**src/rtl/nn_host_sequencer.sv**
```systemverilog
// Host-side driver for the NN top: loads weights/biases from a word ROM, then streams
// a batch of images from a pixel ROM and collects one predicted digit per image.
module nn_host_sequencer #(
    parameter int NUM_PIXELS = 784,
    parameter int L1_ROWS    = 784,
    parameter int L2_ROWS    = 32,
    parameter int WRITE_W    = 16,
    parameter int WADDR_W    = 12,
    parameter int PADDR_W    = 18
) (
    input  logic               clk,
    input  logic               reset,
    input  logic               start,
    input  logic               skipLoad,
    input  logic [7:0]         numImages,
    output logic [WADDR_W-1:0] wordAddr,
    input  logic [WRITE_W-1:0] wordIn,
    output logic [PADDR_W-1:0] pixelAddr,
    input  logic               pixelIn,
    output logic               weightWriteEnable,
    output logic               biasWriteEnable,
    output logic               LayerWriteSelect,
    output logic [9:0]         WriteAddressSelect,
    output logic [WRITE_W-1:0] writeIn,
    input  logic               readyForInputs,
    output logic               inputsInbound,
    output logic               inputPixel,
    input  logic               predictionReady,
    input  logic [3:0]         predictionOut,
    output logic               predictionRecieved,
    output logic               resultValid,
    output logic [3:0]         resultDigit,
    output logic [7:0]         resultIndex,
    output logic               busy,
    output logic               done
);
    localparam int T   = L1_ROWS + L2_ROWS + 2;
    localparam int L1B = L1_ROWS;               // word index of the layer-1 bias
    localparam int L2B = L1_ROWS + L2_ROWS + 1; // word index of the layer-2 bias
    localparam int LCW = $clog2(T + 1);
    localparam int PCW = $clog2(NUM_PIXELS + 1);
    localparam logic [PADDR_W-1:0] NP_A = PADDR_W'(NUM_PIXELS);

    typedef enum logic [2:0] {IDLE, LOAD, WAIT_RDY, STREAM, WAIT_PRED, ACK, FINISH} stateT;

    stateT              state;
    logic [7:0]         numLatched;
    logic [7:0]         n;
    logic [LCW-1:0]     loadCnt;
    logic [PCW-1:0]     pixCnt;
    logic [PADDR_W-1:0] base;
    logic [8:0]         nNext;
    logic               nxtWeight, nxtBias, nxtLayer;
    logic [9:0]         nxtRow;

    assign nNext      = {1'b0, n} + 9'd1;
    assign busy       = (state != IDLE);
    assign writeIn    = (weightWriteEnable || biasWriteEnable) ? wordIn : '0;
    assign inputPixel = inputsInbound & pixelIn;

    // Section decode for the word being fetched this cycle; its write lands next cycle.
    always_comb begin
        nxtWeight = 1'b0;
        nxtBias   = 1'b0;
        nxtLayer  = 1'b0;
        nxtRow    = '0;
        if (loadCnt < LCW'(L1B)) begin
            nxtWeight = 1'b1;
            nxtRow    = 10'(loadCnt);
        end else if (loadCnt == LCW'(L1B)) begin
            nxtBias = 1'b1;
        end else if (loadCnt < LCW'(L2B)) begin
            nxtWeight = 1'b1;
            nxtLayer  = 1'b1;
            nxtRow    = 10'(loadCnt - LCW'(L1B + 1));
        end else begin
            nxtBias  = 1'b1;
            nxtLayer = 1'b1;
        end
    end

    always_ff @(posedge clk or posedge reset) begin
        if (reset) begin
            state              <= IDLE;
            numLatched         <= '0;
            n                  <= '0;
            loadCnt            <= '0;
            pixCnt             <= '0;
            base               <= '0;
            wordAddr           <= '0;
            pixelAddr          <= '0;
            weightWriteEnable  <= 1'b0;
            biasWriteEnable    <= 1'b0;
            LayerWriteSelect   <= 1'b0;
            WriteAddressSelect <= '0;
            inputsInbound      <= 1'b0;
            predictionRecieved <= 1'b0;
            resultValid        <= 1'b0;
            resultDigit        <= '0;
            resultIndex        <= '0;
            done               <= 1'b0;
        end else begin
            resultValid <= 1'b0;
            done        <= 1'b0;
            case (state)
                IDLE: if (start) begin
                    numLatched <= numImages;
                    n          <= '0;
                    base       <= '0;
                    loadCnt    <= '0;
                    wordAddr   <= '0;
                    pixelAddr  <= '0;
                    if (!skipLoad)              state <= LOAD;
                    else if (numImages == 8'd0) state <= FINISH;
                    else                        state <= WAIT_RDY;
                end
                LOAD: begin
                    if (loadCnt == LCW'(T)) begin
                        weightWriteEnable  <= 1'b0;
                        biasWriteEnable    <= 1'b0;
                        LayerWriteSelect   <= 1'b0;
                        WriteAddressSelect <= '0;
                        wordAddr           <= '0;
                        state              <= (numLatched == 8'd0) ? FINISH : WAIT_RDY;
                    end else begin
                        weightWriteEnable  <= nxtWeight;
                        biasWriteEnable    <= nxtBias;
                        LayerWriteSelect   <= nxtLayer;
                        WriteAddressSelect <= nxtRow;
                        wordAddr           <= WADDR_W'(loadCnt + LCW'(1));
                        loadCnt            <= loadCnt + LCW'(1);
                    end
                end
                WAIT_RDY: begin
                    // Address of pixel 0 is held so its data is already out when streaming starts.
                    pixelAddr <= base;
                    if (readyForInputs) begin
                        state         <= STREAM;
                        inputsInbound <= 1'b1;
                        pixelAddr     <= base + PADDR_W'(1);
                        pixCnt        <= '0;
                    end
                end
                STREAM: begin
                    if (pixCnt == PCW'(NUM_PIXELS - 1)) begin
                        inputsInbound <= 1'b0;
                        state         <= WAIT_PRED;
                    end else begin
                        pixCnt    <= pixCnt + PCW'(1);
                        pixelAddr <= pixelAddr + PADDR_W'(1);
                    end
                end
                WAIT_PRED: if (predictionReady) begin
                    resultDigit        <= predictionOut;
                    predictionRecieved <= 1'b1;
                    state              <= ACK;
                end
                ACK: if (!predictionReady) begin
                    predictionRecieved <= 1'b0;
                    resultValid        <= 1'b1;
                    resultIndex        <= n;
                    n                  <= n + 8'd1;
                    base               <= base + NP_A;
                    pixelAddr          <= base + NP_A;
                    state              <= (nNext < {1'b0, numLatched}) ? WAIT_RDY : FINISH;
                end
                FINISH: begin
                    done  <= 1'b1;
                    state <= IDLE;
                end
                default: state <= IDLE;
            endcase
        end
    end
endmodule

```
**config.mk**
```make
export PLATFORM = sky130hd
export DESIGN_NAME = nn_host_sequencer
export DESIGN_NICKNAME = d
export VERILOG_FILES = /design/src/rtl/nn_host_sequencer.sv
export SDC_FILE = /design/constraint.sdc
export NUM_CORES = 1
export LEC_CHECK = 0
export CORE_MARGIN = 10
export CORE_UTILIZATION = 30
export DETAILED_ROUTE_END_ITERATION = 12
export GPL_ROUTABILITY_DRIVEN = 0
export GPL_TIMING_DRIVEN = 0
export HOLD_SLACK_MARGIN = 0.02
export PLACE_DENSITY = 0.53
export SYNTH_ARGS = -nofsm -noshare
export SYNTH_HDL_FRONTEND = slang
export SYNTH_SLANG_ARGS = --single-unit
```
**constraint.sdc**
```tcl
create_clock -name clk -period 5.6 [get_ports clk]
set_clock_uncertainty 0.2 [all_clocks]
set_input_delay 1.12 -clock clk [delete_from_list [all_inputs] [get_ports clk]]
set_output_delay 1.12 -clock clk [all_outputs]
set_load 0.1 [all_outputs]
```
==> results.py <==
metrics = {
    "die": {
        "initial_utilization": 0.308,
        "die_area_um2": 27200,
        "coreArea_um2": 20400,
        "fp.dieH_um": 165,
        "pin_count": 112,
        "rows": 52,
        "die_w_um": 165,
    },
    "routing": {
        "maxUsedRoutingLayer": "met4",
        "wl_met1_mm": 8.15,
        "wl_per_cell_um": 16.5,
        "dr_wl_met3_mm": 1.36,
        "firstDrtPassIters": 5,
        "vias": 5519,
        "drt_iter0_drc": 361,
        "ant_nets": 0,
        "viasPerCell": 5.00,
        "wl_met2_mm": 8.47,
        "wl_mm": 18.2,
        "drc": 0,
    },
    "worst_setup_path": {
        "cp-start-kind": "input pin",
        "end_kind": "primary output",
        "critPathMaxFanout": 1,
        "rr_startpoint": "base[4]$_DFFE_PP0P_",
        "crit_type": "in -> out",
        "ff2ff_setup_slack_ns": 2.99,
        "reg2reg_depth": 6,
        "reg2reg_to": "pixelAddr[14]$_DFFE_PP0P_",
        "crit_required_ns": 4.28,
        "arrival_ns": 2.86,
    },
    "clocking": {
        "post_cts_resized": 0,
        "clk_latency_ns": 0.36,
        "path_clk_slew_ns": 0.07,
        "h-tree-depth": 3,
        "clockBufferDepth": 2,
        "cts_tree": "yes",
        "cts_made_buffers": 9,
        "cts_sinks": 111,
        "post_cts_buffers": 0,
        "cts_root_buffer": "clkbuf_16",
        "holdBufCountCts": 0,
    },
    "sta": {
        "hold_slack_ns": 0.275,
        "max_freq_mhz": 239,
        "fin_ws_ns": 1.42,
        "tns_ns": 0,
        "period_needed_ns": 4.18,
        "finalSetupViolCount": 0,
        "rsz0062_at_grt": "no",
        "tightestPinTransition_ns": 1.31,
        "hold_viol": 0,
        "fin_crit_sh": 0.747,
        "slew_violations": 0,
        "maxSlewHeadroom": 0.117,
    },
    "synth": {
        "synth-edff-count": 0,
        "synthArstFlopShare": 1.00,
        "netlist-cell-type-count": 72,
        "yosysWarnings": 0,
        "post_synth.cell_area_avg_um2": 8.91,
        "syn-cell-area_um2": 6300,
        "synth_seq_cells": 111,
        "synth_top_flop_cell": "dfrtp_1",
        "synth_seq_area_share": 0.441,
        "syn_inst": 707,
        "synthesis.nets": 756,
    },
    "finish": {
        "utilization": 0.396,
        "area_growth_pct": 28.3,
        "finalNetCount": 878,
        "fin_area_um2": 8090,
        "fin_cells": 1104,
        "drive_above_1_share": 0.0660,
    },
    "min_path": {
        "whs_path_depth": 2,
        "min-delay-path-class": "reg -> reg",
        "holdCritStartpoint": "resultIndex[7]$_DFFE_PP0P_",
        "hold_end": "resultIndex[7]$_DFFE_PP0P_",
    },
    "global_route": {
        "grt_overflow_total": 0,
        "antenna_found_initial": 1,
        "grt_pass1_wl_mm": 29.8,
        "grt_max_degree": 69,
        "grtUsageTotal": 0.136,
        "grt_pass1_vias": 5572,
    },
    "pwr": {
        "total_power_mw": 3.81,
        "powerDensity_nw_per_um2": 471,
        "leakage_nw": 3.48,
        "ir_drop_mv": 0.265,
    },
    "flow_run": {
        "drv_cap": 0,
    },
    "placed_design": {
        "dp.cells": 1088,
        "place_ws_ns": 1.40,
        "port_buffers": 110,
        "dp_hpwl_mm": 13.6,
        "place_area_um2": 7770,
    },
    "status": {
        "status": "complete, no violations",
    },
}
==> synth_stat cells, drive strengths merged (13+ instances only) <==
cell    number  share of area
dfrtp      111           0.44
o21ai       90          0.071
nand2       89          0.053
nor2        50          0.030
a21oi       32          0.026
buf         25          0.023
inv         24          0.014
clkbuf      22          0.013
nor2b       22          0.022
nand3       20          0.016
xnor2       18          0.025
a22o        17          0.024
and3        15          0.015
ha          14          0.028
nor3        13          0.010
xor2        13          0.018
==> worst max-delay path, stage by stage <==
cell	delay (ns)
clkdlybuf4s50_1	0.47
nor2b_1	0.12
clkdlybuf4s50_1	1.15
==> cell usage in the layout (no fill, tap or decap), types with 5 or more instances in the layout <==
master           instances
nor2_1                  50
nand2_1                 89
buf_2                   20
a21o_1                   6
and2_1                   7
and3_1                  15
o211ai_1                 5
mux2i_1                  5
xor2_1                  13
nand4_1                  5
a22o_1                  17
nand3_1                 20
o31ai_1                  5
clkdlybuf4s50_1        110
dfrtp_1                111
mux2_2                   6
ha_1                    14
clkbuf_1                22
nor2b_1                 22
nor3_1                  13
and4_1                   6
a31oi_1                  8
inv_1                   22
nor3b_1                  7
o21ai_0                 88
clkbuf_16                9
a21oi_1                 31
xnor2_1                 18
==> kinds of logic (layout without fill, tap and decap cells) <==
logic type	after synthesis	after routing	share of synthesized area
compound gates	208	208	0.212
xor+xnor	31	31	0.0431
fa+ha+maj	14	14	0.0278
buf+inv	71	197	0.0506
flops	111	111	0.441
mux	11	11	0.0187
other cells	1	2	0.000595
simple gates	260	260	0.206
==> power breakdown <==
group	total [mW]	leakage (nW)	switching [mW]	internal, mW
combinational	2.04	1.83	1.48	0.554
sequential	1.08	1.50	0.130	0.945
clock	0.697	0.153	0.304	0.392
==> layer usage <==
layer  track usage  up-vias
met1         0.172     2608
met4        0.0370        0
met2         0.218      128
li1              -     2767
met5             0        -
met3        0.0463       16
==> area by class of cell <==
cell class              count  area (um2)
diodes                      1        2.50
plain buffers              47         229
clock buffers              10         229
clock inverters             5        82.6
fillers                  2114       12300
inverters                  24        95.1
multi-input cells         525        3200
flip-flops and latches    111        2780
well taps                 270         338
repair buffers            111        1130
==> state kept, by name, indices dropped and copies added, names as in the netlist, 3 cells and up <==
name	flops
pixelAddr	18
base	14
wordAddr	11
WriteAddressSelect	10
loadCnt	10
pixCnt	10
n	8
numLatched	8
resultIndex	8
resultDigit	4
state	3
==> worst max path at each step <==
stage	endpoint	startpoint	depth (start not counted)	slack (ns)
6_report	writeIn[7]	wordIn[7]	3	1.42
5_1_grt	writeIn[3]	wordIn[3]	3	1.35
4_1_cts	writeIn[1]	wordIn[1]	3	1.40
3_5_place_dp	writeIn[7]	wordIn[7]	3	1.40
3_3_place_gp	pixelAddr[12]$_DFFE_PP0P_	reset	2	-0.59
2_1_floorplan	LayerWriteSelect$_DFFE_PP0P_	reset	1	1.35
Power figures use the tool's default switching activity.
==> variant: new RTL, same settings <==
`L2_ROWS`: 32 -> 16.
--- a/src/rtl/nn_host_sequencer.sv
+++ b/src/rtl/nn_host_sequencer.sv
@@ -5,3 +5,3 @@
     parameter int L1_ROWS    = 784,
-    parameter int L2_ROWS    = 32,
+    parameter int L2_ROWS    = 16,
     parameter int WRITE_W    = 16,
Function: same outputs for any inputs over 10 cycles, from zero or initial values and one cycle with reset high; that may be too few to reach the edited logic, so the function may still have changed.
==> variant against the unedited design <==
  * Global-route usage fell by 0.11 points
  * Final cell count up 1.6%
  * Critical endpoint unchanged
  * Sequential share of layout area down 0.28 points
  * Area after synthesis grew 0.66%
  * Wire length is 0.14% higher
  * Total power down 2.7%
  * Critical path type unchanged
  * Synthesized cell count rose by 1.7%
  * Sequential cell count did not move
  * Cell area grew 0.82%
  * Largest power group unchanged
  * Utilization is 0.55 points lower
  * First-iteration DRC count is 5.8% higher
  * Count of clock-buffer cells in the layout unchanged
  * Die area is 0.58% higher
  * Worst setup slack better by 0.016 ns
==> variant: results (changes against the unedited design) <==
metric	value	unit	change
status	finished, final reports clean		
antenna_found_initial	2		+1
synthesis.nets	768		+1.6%
synthXorXnorAreaFrac	4.14	%	-0.17 points
clock_latency	0.36	ns	about the same
leakage	3.44	nW	-1.1%
drive_gt1_share	8.04	%	+1.4 points
grt_usage	13.5	%	-0.11 points
dpl.hpwl	13700	um	+0.55%
htree_num_levels	3		unchanged
vdd_drop_max	294	uV	+11%
ys_top_cells_by_count	111 x dfrtp_1, 97 x nand2_1, 94 x o21ai_0		
first_global_vias	5446		-2.3%
yosysSeqAreaShare	43.8	%	-0.29 points
finalNetCount	890		+1.4%
synth_cell_types	71		-1.4%
grt_max_degree	80		+16%
numPortBuffers	110		unchanged
power_density	455	nW/um^2	-3.5%
critPathMaxFanout	1		unchanged
synth.area.mux_share	1.54	%	-0.33 points
cts_buffers	9		unchanged
synth_top_family_by_area	simple AND/OR/NAND/NOR gates		
drt_wl_total	18200	um	+0.14%
synth_compound_area_share	19.5	%	-1.8 points
grt_pass1_wl	29700	um	-0.53%
clock_path_buffers	2		unchanged
hold_class	reg2reg		
synthTopCellsByArea	dfrtp_1 44%, o21ai_0 7.4%, nand2_1 5.7%		
relSlewSlack	30.0	%	+18 points
vias	5606		+1.6%
synthArstFlopShare	100	%	unchanged
placed_area	7820	um^2	+0.61%
synthAdderAreaFrac	2.76	%	-0.018 points
fillers	2125		+0.52%
drt_iter0_drc	382		+5.8%
==> variant: per-stage QoR <==
step,std cells,TNS (ns),setup WS (ns),power [mW]
after global routing,1121,0,1.37,3.92
after global placement,1104,-68.72,-0.631,3.01
after CTS,1121,0,1.42,3.75
final,1122,0,1.44,3.71
after floorplan,719,0,1.35,2.50
after detailed placement,1105,0,1.42,3.02
==> variant: final cells by class <==
class	instances	share of cell area, %
Antenna cell	1	0.0307
Buffer	45	3.01
Clock buffer	10	2.93
Clock inverter	6	1.12
Inverter	20	0.982
Multi-Input combinational cell	543	39.8
Sequential cell	111	34.1
Tap cell	275	4.22
Timing Repair Buffer	111	13.8
==> variant: path summary, 6_finish.rpt <==
kind / from / end / slack [ns] / cells after the start
setup / recovery: wordIn[7] / writeIn[7] / 1.44 / 3
hold / removal: resultIndex[0]$_DFFE_PP0P_ / resultIndex[0]$_DFFE_PP0P_ / 0.28 / 2
setup reg to reg: n[0]$_DFFE_PP0P_ / state[2]$_DFFE_PP0P_ / 2.87 / 10
hold reg to reg: resultIndex[0]$_DFFE_PP0P_ / resultIndex[0]$_DFFE_PP0P_ / 0.28 / 2
max in group asynchronous: reset / pixelAddr[16]$_DFFE_PP0P_ / 3.59 / 3
min in group asynchronous: reset / wordAddr[4]$_DFFE_PP0P_ / 0.91 / 2
==> variant: power breakdown <==
part           switching, mW  total, mW  internal, mW
Clock                  0.305      0.712         0.407
Sequential             0.124       1.05         0.929
Combinational           1.43       1.94         0.516
==> variant: cells by family after synthesis <==
| logic type | Yosys count |
|---|---|
| AO/OA/AOI/OAI | 195 |
| XOR/XNOR | 30 |
| adder cells (fa/ha/maj) | 14 |
| buffers and inverters | 65 |
| flip-flops | 111 |
| multiplexers | 9 |
| other | 1 |
| AND/OR/NAND/NOR | 294 |
==> variant: per-layer routing <==
layer | vias up | wire [um] | global-route usage [%]
li1 | 2801 | - | -
met1 | 2656 | 8220 | 17.2
met2 | 130 | 8550 | 22.0
met3 | 17 | 1180 | 3.79
met4 | 2 | 260 | 3.79
met5 | - | 10 | 0
==> variant: worst max-delay path, stage by stage <==
cell	delay (ns)
clkdlybuf4s50_1	0.45
nor2b_1	0.12
clkdlybuf4s50_1	1.15
